### src/rtl/interrupt_controller_if.sv
// ============================================================================
// Module      : interrupt_controller_if
// Description : Bus bundle between interrupt sources/CPU and the controller.
// Revision    : 1.0 - initial release
// ============================================================================
`default_nettype none

interface interrupt_controller_if #(
    parameter int NUM_CH = 8
);
    localparam int ID_W = $clog2(NUM_CH);

    logic [NUM_CH-1:0] irq_in;
    logic              mask_we;
    logic [NUM_CH-1:0] mask_din;
    logic              int_set;
    logic              int_clr;
    logic              int_ack;
    logic              isr_done;
    logic              int_req;
    logic [ID_W-1:0]   int_id;
    logic              int_en;
    logic [NUM_CH-1:0] mask;
    logic [NUM_CH-1:0] pending;

    modport master (
        output irq_in, mask_we, mask_din, int_set, int_clr, int_ack, isr_done,
        input  int_req, int_id, int_en, mask, pending
    );

    modport slave (
        input  irq_in, mask_we, mask_din, int_set, int_clr, int_ack, isr_done,
        output int_req, int_id, int_en, mask, pending
    );
endinterface

`default_nettype wire

### src/rtl/interrupt_controller.sv
// ============================================================================
// Module      : interrupt_controller
// Description : Prioritised edge/level interrupt controller with REQ/ACK/DONE.
// Revision    : 1.0 - initial release
// ============================================================================
`default_nettype none

module interrupt_controller #(
    parameter int                 NUM_CH    = 8,
    parameter logic [NUM_CH-1:0]  EDGE_MASK = '1
) (
    input  logic                    clk,
    input  logic                    rst,
    interrupt_controller_if.slave   bus
);
    localparam int ID_W = $clog2(NUM_CH);

    typedef enum logic [1:0] {
        S_IDLE    = 2'd0,
        S_REQ     = 2'd1,
        S_SERVICE = 2'd2
    } state_t;

    state_t            r_state;
    state_t            w_state_nxt;
    logic [NUM_CH-1:0] r_prev;
    logic [NUM_CH-1:0] r_pending;
    logic [NUM_CH-1:0] r_mask;
    logic              r_int_en;
    logic              r_int_req;
    logic [ID_W-1:0]   r_id;

    logic [NUM_CH-1:0] w_pending_nxt;
    logic [NUM_CH-1:0] w_mask_nxt;
    logic [NUM_CH-1:0] w_eligible;
    logic              w_int_en_nxt;
    logic              w_accept;
    logic [ID_W-1:0]   w_winner;
    logic [ID_W-1:0]   w_id_nxt;

    assign w_accept   = (r_state == S_REQ) && bus.int_ack;
    assign w_mask_nxt = bus.mask_we ? bus.mask_din : r_mask;
    assign w_eligible = r_pending & r_mask;

    // Acceptance clears the global enable even against a simultaneous set.
    always_comb begin
        w_int_en_nxt = r_int_en;
        if (w_accept)
            w_int_en_nxt = 1'b0;
        else if (bus.int_set)
            w_int_en_nxt = 1'b1;
        else if (bus.int_clr)
            w_int_en_nxt = 1'b0;
    end

    always_comb begin
        w_pending_nxt = '0;
        for (int i = 0; i < NUM_CH; i++) begin
            if (EDGE_MASK[i])
                w_pending_nxt[i] = (bus.irq_in[i] & ~r_prev[i]) |
                                   (r_pending[i] & ~(w_accept && (r_id == ID_W'(i))));
            else
                w_pending_nxt[i] = bus.irq_in[i];
        end
    end

    // Scan downwards so the lowest eligible index is the last to be written.
    always_comb begin
        w_winner = '0;
        for (int i = NUM_CH - 1; i >= 0; i--) begin
            if (w_eligible[i])
                w_winner = ID_W'(i);
        end
    end

    always_comb begin
        w_state_nxt = r_state;
        w_id_nxt    = r_id;
        unique case (r_state)
            S_IDLE: begin
                if (r_int_en && (|w_eligible)) begin
                    w_state_nxt = S_REQ;
                    w_id_nxt    = w_winner;
                end
            end
            S_REQ: begin
                // Withdraw looks at next-edge values so the request drops together with its cause.
                if (bus.int_ack)
                    w_state_nxt = S_SERVICE;
                else if (!w_int_en_nxt || !(w_pending_nxt[r_id] && w_mask_nxt[r_id]))
                    w_state_nxt = S_IDLE;
            end
            S_SERVICE: begin
                if (bus.isr_done)
                    w_state_nxt = S_IDLE;
            end
            default: w_state_nxt = S_IDLE;
        endcase
    end

    always_ff @(posedge clk or posedge rst) begin
        if (rst) begin
            r_state   <= S_IDLE;
            r_prev    <= '0;
            r_pending <= '0;
            r_mask    <= '0;
            r_int_en  <= 1'b0;
            r_int_req <= 1'b0;
            r_id      <= '0;
        end else begin
            r_state   <= w_state_nxt;
            r_prev    <= bus.irq_in;
            r_pending <= w_pending_nxt;
            r_mask    <= w_mask_nxt;
            r_int_en  <= w_int_en_nxt;
            r_int_req <= (w_state_nxt == S_REQ);
            r_id      <= w_id_nxt;
        end
    end

    assign bus.int_req = r_int_req;
    assign bus.int_id  = r_id;
    assign bus.int_en  = r_int_en;
    assign bus.mask    = r_mask;
    assign bus.pending = r_pending;

endmodule

`default_nettype wire

### src/flat_wrapper.sv
// flat-port wrapper written by rule: the top's interface ports become plain ports
module interrupt_controller_flat 
#(
    parameter int                 NUM_CH    = 8,
    parameter logic [NUM_CH-1:0]  EDGE_MASK = '1
)
  (clk, rst, bus_irq_in, bus_mask_we, bus_mask_din, bus_int_set, bus_int_clr, bus_int_ack, bus_isr_done, bus_int_req, bus_int_id, bus_int_en, bus_mask, bus_pending);
  interrupt_controller_if #(.NUM_CH(NUM_CH)) bus_i ();
  input  logic clk;
  input  logic rst;
  input wire logic [$bits(bus_i.irq_in)-1:0] bus_irq_in;
  input wire logic [$bits(bus_i.mask_we)-1:0] bus_mask_we;
  input wire logic [$bits(bus_i.mask_din)-1:0] bus_mask_din;
  input wire logic [$bits(bus_i.int_set)-1:0] bus_int_set;
  input wire logic [$bits(bus_i.int_clr)-1:0] bus_int_clr;
  input wire logic [$bits(bus_i.int_ack)-1:0] bus_int_ack;
  input wire logic [$bits(bus_i.isr_done)-1:0] bus_isr_done;
  output wire logic [$bits(bus_i.int_req)-1:0] bus_int_req;
  output wire logic [$bits(bus_i.int_id)-1:0] bus_int_id;
  output wire logic [$bits(bus_i.int_en)-1:0] bus_int_en;
  output wire logic [$bits(bus_i.mask)-1:0] bus_mask;
  output wire logic [$bits(bus_i.pending)-1:0] bus_pending;
  assign bus_i.irq_in = bus_irq_in;
  assign bus_i.mask_we = bus_mask_we;
  assign bus_i.mask_din = bus_mask_din;
  assign bus_i.int_set = bus_int_set;
  assign bus_i.int_clr = bus_int_clr;
  assign bus_i.int_ack = bus_int_ack;
  assign bus_i.isr_done = bus_isr_done;
  assign bus_int_req = bus_i.int_req;
  assign bus_int_id = bus_i.int_id;
  assign bus_int_en = bus_i.int_en;
  assign bus_mask = bus_i.mask;
  assign bus_pending = bus_i.pending;
  interrupt_controller #(.NUM_CH(NUM_CH), .EDGE_MASK(EDGE_MASK)) u_core (.clk(clk), .rst(rst), .bus(bus_i));
endmodule
### config.mk
export PLATFORM = sky130hd
export DESIGN_NAME = interrupt_controller_flat
export DESIGN_NICKNAME = d
export VERILOG_FILES = /design/src/rtl/interrupt_controller_if.sv /design/src/rtl/interrupt_controller.sv /design/src/flat_wrapper.sv
export SDC_FILE = /design/constraint.sdc
export NUM_CORES = 1
export LEC_CHECK = 0
export CORE_MARGIN = 2
export CORE_UTILIZATION = 46
export DETAILED_ROUTE_END_ITERATION = 6
export GPL_ROUTABILITY_DRIVEN = 0
export MAX_ROUTING_LAYER = met4
export PLACE_DENSITY_LB_ADDON = 0.1
export RECOVER_POWER = 50
export SYNTH_ARGS = -nofsm -noshare
export SYNTH_HDL_FRONTEND = slang
export SYNTH_SLANG_ARGS = --single-unit
### constraint.sdc
create_clock -name clk -period 2.3 [get_ports clk]
set_input_delay 0.69 -clock clk [delete_from_list [all_inputs] [get_ports clk]]
set_output_delay 0.69 -clock clk [all_outputs]
set_load 0.02 [all_outputs]
## After elaboration in Yosys (flattened, before gate mapping)

Cells that the tools add are included.

- Eq/ne operators: 10
- Reductions and logical operators: 18
- $lt $le $gt $ge: 1
- Mux-type cells: 21
- Bitwise operators: 41

Operator list:

| kind | count |
|---|---|
| 2-to-1 mux 3 bit | 8 |
| bitwise AND 1 bit | 16 |
| inverter 1 bit | 16 |
| == test 3 bit (second input constant) | 4 |
| logical AND 1 bit | 11 |
| bitwise AND 8 bit | 1 |
| 2-to-1 mux 2 bit | 4 |
| 2-to-1 mux 8 bit | 1 |
| bitwise OR 1 bit | 8 |
| OR reduction 8 bit | 1 |
| binary-select mux 1 bit (select 3 bit) | 2 |
| == test 3 x 2 -> 1 bit (second input constant) | 2 |
| one-hot mux 2 bit (3 select lines) | 1 |
| 2-to-1 mux 1 bit | 5 |
| == test 2 x 1 -> 1 bit (second input constant) | 2 |
| less-than comparator 3 x 4 -> 1 bit (second input constant) | 1 |
| == test 3 x 1 -> 1 bit (second input constant) | 1 |
| logical NOT 3 bit | 1 |
| == test 2 bit (second input constant) | 1 |
| logical NOT 1 bit | 2 |
| logical NOT 2 bit | 1 |
| AND reduction 2 bit | 1 |
| logical OR 1 bit | 1 |

- Flip-flop bits (word level): 31
- Output and inout port bits: 21
- Word-level logic and storage cells: 98
- Input port bits: 23

## Depth between registers and ports, before layout

- Depth after elaboration: 15
- Gate-level depth with buffers: 6
- Mapped depth without buffers: 5

## Least setup slack after synthesis

OpenSTA, ideal clock, no wires.

- Path kind: in2reg
- Start point: input port bus_mask_we
- End point: register u_core.r_int_req (netlist: u_core.bus.int_req)
- Required time: 2,173 ps
- Setup slack: 330 ps
- Stages: 5
- Buffers on the path: 0
- Library setup time: 127 ps
- Arrival time: 1,843 ps
- Cell sequence: mux2_4 a311o_1 a31oi_1 nor4_2 a311o_2

- Cells in the longest elaborated chain, start to end: 10

Ends and longest elaborated chain:

| what | RTL line | source |
|---|---|---|
| start: declaration | flat_wrapper.sv:12 | `input wire logic [$bits(bus_i.mask_we)-1:0] bus_mask_we;` |
| 2-to-1 mux 8 bit | interrupt_controller.sv:42 | `assign w_mask_nxt = bus.mask_we ? bus.mask_din : r_mask;` |
| binary-select mux 1 bit (select 3 bit) | interrupt_controller.sv:90 | `else if (!w_int_en_nxt \|\| !(w_pending_nxt[r_id] && w_mask_nxt[r_id]))` |
| 2-to-1 mux 1 bit (not written as such) | interrupt_controller.sv:90 |  |
| logical AND 1 bit | interrupt_controller.sv:90 |  |
| logical NOT 1 bit | interrupt_controller.sv:90 |  |
| logical OR 1 bit | interrupt_controller.sv:90 |  |
| 2-to-1 mux 2 bit | interrupt_controller.sv:90 |  |
| 2-to-1 mux 2 bit | interrupt_controller.sv:88 | `if (bus.int_ack)` |
| one-hot mux 2 bit (3 select lines) | interrupt_controller.sv:79 | `unique case (r_state)` |
| == test 2 x 1 -> 1 bit | interrupt_controller.sv:116 | `r_int_req <= (w_state_nxt == S_REQ);` |
| end signal: assignment | interrupt_controller.sv:116 |  |
| end: declaration | interrupt_controller.sv:30 | `logic r_int_req;` |

No other way between the ends. The select of a mux whose other input is x is not followed.
A chain may end at the register's enable or synchronous reset.

## Final worst setup path

- Start point: input port bus_mask_we
- End point: register u_core.r_state[0]

- Cells in the longest elaborated chain, start to end: 9

Ends and longest elaborated chain:

| what | RTL line | source |
|---|---|---|
| 2-to-1 mux 8 bit | interrupt_controller.sv:42 |  |
| via u_core.w_mask_nxt[0] | interrupt_controller.sv:34 | `logic [NUM_CH-1:0] w_mask_nxt;` |
| binary-select mux 1 bit (select 3 bit) | interrupt_controller.sv:90 |  |
| 2-to-1 mux 1 bit (not written as such) | interrupt_controller.sv:90 |  |
| logical AND 1 bit | interrupt_controller.sv:90 |  |
| logical NOT 1 bit | interrupt_controller.sv:90 |  |
| logical OR 1 bit | interrupt_controller.sv:90 |  |
| 2-to-1 mux 2 bit | interrupt_controller.sv:90 |  |
| 2-to-1 mux 2 bit | interrupt_controller.sv:88 |  |
| one-hot mux 2 bit (3 select lines) | interrupt_controller.sv:79 |  |
| via u_core.w_state_nxt[0] | interrupt_controller.sv:25 | `state_t w_state_nxt;` |
| end signal: assignment | interrupt_controller.sv:111 | `r_state <= w_state_nxt;` |
| end: declaration | interrupt_controller.sv:24 | `state_t r_state;` |

The timed path passes the listed nets, and every way through them passes these cells. The select of a mux whose other input is x is not followed.

==> summary.md <==
| Metric | Value |
|---|---|
| Status | finished, final reports clean |
| WL/cell | 14.73 microns |
| Final Non-Filler Cells | 245 |
| Worst Path Buf+Inv | 1 |
| Critical-path cell list | clkdlybuf4s50_1, mux2_4, a311o_1, a31oi_1, nor4_2, a311o_2 |
| Crit path max-delay family | compound AO/OA/AOI/OAI gates |
| Worst path max stage delay | 0.50 ns |
| Total CTS buffers | 5 |
| Setup Buffers After CTS | 0 |
| RSZ-0062 raised after global routing | no |
| First-pass GRT wire length | 5.830 mm |
| Placed Instances | 237 |
| Via Count | 1315 |
| Crit Path Max Fanout | 2 |
| Mux contribution to synthesized area | around a tenth |
| P&R area growth vs syn | 42.22% |
| Die ar. | 3725 sq um |
| Slew HR | 49.63% |
| R2R Path Start | u_core.bus.int_id[0] |
| Setup CP Type | input pin to flop |
| Capturing point of the worst reg2reg path | u_core.r_state[0] |
| Post-layout util | roughly 69% |
| Slew @ Worst Pin | 0.7555 ns |
| Area of the core | slightly above 3000 sq um |
| Synthesized flop and latch total | 31 |
| Hold path cells | 1 |
| Post-Synthesis Cells | between 100 and 150 |
| Routed vias/inst | 5.367 |
| Final Hold Fails | 0 |
| Flop2flop setup slack | 0.44 ns |
| Count of input and output buffers | 43 |
| Hold/Removal Path Class | flop to flop |
| Post-layout min period | about 2.2 ns |
| Hold_ws | approximately 0.48 ns |
| Antenna diodes | 0 |
| Clock Path Buffers | 2 |
| Synth warn | 0 |
| Clock transition at path regs | 0.10 ns |
| Hold endpoint | u_core.bus.pending[4] |
| Worst ir drop on vdd | 0.4247 mV |
| Worst-Skew Late Latency | 0.33 ns |
| Core Rows | 20 |
| Post-Synth Adder-Cell Area | 0% |
| Die Ht | 61.04 microns |
| WP depth | 6 |
| Required time of the critical path | 2.52 ns |
| Clk_skew | 0.01279 ns |
| Largest family of logic cells by synthesized area | compound AO/OA/AOI/OAI gates |
| Startpoint Class | input pin |
| Final wirelength | 3.610 mm |
| Footprint of the multi-input gates | 664.4 sq um |
| FF/Latch Area | ~780 sq um |
| Leakage | 0.8866 nW |
| Endpoints failing setup | 0 |
| Ratio of cells with drive above 1 in the final layout | between 15 and 20% |
| # DRC | 0 |
| Seq/Total Area, Yosys | 51.84% |
| Synth cell types | 41 |
| Clock sink count | 31 |
| GRT Util Overall | 22.46% |
| Largest net degree at the start of global routing | 32 |
| Max-Cap Viols | 0 |
| First-pass DRT Iterations | 4 |
| Vias in the first global route | between 1000 and 1500 |
| Final layout net count | 223 |
| Power Density | 907.8 nW/um^2 |
| Final period utilization | 96.91% |
| Most used DFF post-synth | dfrtp_1 |
| Die width | 61.04 microns |
| Root buf cell | clkbuf_4 |
| CTS tree | yes |
| H-tree levels | 2 |
| Area share of xor/xnor cells in the synthesized design | 0% |
| Arr. time, crit path | 2.45 ns |
| Net Count, Synth | 161 |
| Starting Density | 48.62% |
| Initial DRC Count | 44 |
| Post-route setup slack | around 0.071 ns |
| Synth Area in Simple Gates | 15.80% |
| Detailed placer's ending HPWL | 2.743 mm |
| Post-place setup slack | -0.2832 ns |
| Fmax | 448.6 MHz |
| # IOs | 44 |
| Synth Cell Area | ~1500 sq um |
| Fin. max-slew vios | 0 |
| Syn Area/Cell | 10.84 sq um |
| Reg2Reg Depth | 6 |
| Fraction of registers with async set or reset after synthesis | 100.0% |
| Fillers | roughly 270 |
| Post-synth EDFFs | 0 |
| Compound-Gate Fraction of Synth Area | 18.56% |
| Hold Crit Start | u_core.r_prev[4] |
| Remaining antenna violation count | 0 |
| GRT overflow | 0 |
| Antenna violations before repair | 0 |
| Crit end category | flop |
| Crit path max-delay cell type | clkdlybuf4s50_1 |
synthesized netlist by cell type, types with 2 or more instances:
cell,n,area (sq um)
nor2_1,3,11.26
mux2_2,5,56.30
nor3b_1,2,15.01
nand2b_1,7,43.79
nor2b_1,4,25.02
mux2_4,3,45.04
inv_1,9,33.78
buf_2,2,10.01
dfrtp_1,31,775.7
mux2i_1,2,20.02
nand2_1,15,56.30
nor3_1,2,10.01
a311o_2,2,22.52
o31ai_1,3,22.52
o21ai_0,10,50.05
a22oi_1,5,37.54
a21oi_1,6,30.03
nand3_1,4,20.02
state kept, by name, indices dropped and copies added (netlist names):
name                cells
u_core.bus.pending      8
u_core.r_prev           8
u_core.r_state          2
u_core.bus.int_req      1
u_core.bus.mask         8
u_core.bus.int_id       3
u_core.bus.int_en       1
per-stage QoR:
step | area (sq um) | setup TNS, ns | power [W]
5_1_grt | 2128 | 0 | 0.002050
4_1_cts | 2123 | 0 | 0.001934
2_1_floorplan | 1496 | 0 | 0.001246
3_3_place_gp | 2073 | -0.4895 | 0.001616
6_report | 2128 | 0 | 0.001932
3_5_place_dp | 2073 | -0.5499 | 0.001633
final cells by class:
cell class                      instances  area share, %
Clock buffer                            7          2.116
Clock inverter                          1         0.2352
Inverter                                9          1.587
Multi-Input combinational cell         94          31.22
Sequential cell                        31          36.51
Tap cell                               44          2.587
Timing Repair Buffer                   59          25.75
worst reg2reg max path, cell delays in order (launching register included):
cell,delay [ns]
dfrtp_1,0.40
buf_4,0.20
or2b_1,0.23
nor3_1,0.07
or4_1,0.50
nor4_2,0.23
a311o_2,0.17
cells in the final DEF (no fill, tap or decap), types with 3 or more instances in the layout:
master            n
dlygate4sd3_1     9
nor2_1            3
buf_4            15
nor2b_1           4
a21oi_1           6
nand3_1           4
nand2_1          15
clkdlybuf4s50_1  34
o31ai_1           3
o21ai_0          10
inv_1             9
clkbuf_4          5
a22oi_1           5
nand2b_1          7
dfrtp_1          30
mux2_2            5
mux2_4            3
routing by layer:
metal	vias to the layer above	wire, microns	share of wire (%)	global-route usage (%)
li1	628	-	-	-
met1	631	1651	46	29.91
met2	47	1667	46	32.83
met3	9	213	5.9	5.882
met4	0	78	2.2	8.696
met5	-	0	0	-
cell families after synthesis:
logic type             after synthesis
multiplexers                        11
AND/OR/NAND/NOR                     44
flip-flops                          31
buffers and inverters               13
AO/OA/AOI/OAI                       39
power breakdown:
| group | internal [W] | total [W] | leakage, nW | switching (W) |
|---|---|---|---|---|
| clock | 0.000119 | 0.000297 | 0.0293 | 0.000178 |
| sequential | 0.000653 | 0.000792 | 0.344 | 0.000139 |
| combinational | 0.000421 | 0.000843 | 0.513 | 0.000422 |
worst max path at each step:
stage                          from                 end
6_report                bus_mask_we   u_core.r_state[0]
5_1_grt                 bus_mask_we   u_core.r_state[0]
4_1_cts        u_core.bus.int_id[1]       bus_int_id[1]
3_5_place_dp            bus_mask_we   u_core.r_state[0]
3_3_place_gp            bus_mask_we   u_core.r_state[0]
2_1_floorplan           bus_mask_we  u_core.bus.int_req
what timing repair did:
action                     4_1_cts  5_1_grt
hold buffers                     0        0
resized for setup                0        2
setup endpoints to repair        0        3
(Power assumes the default switching activity.)
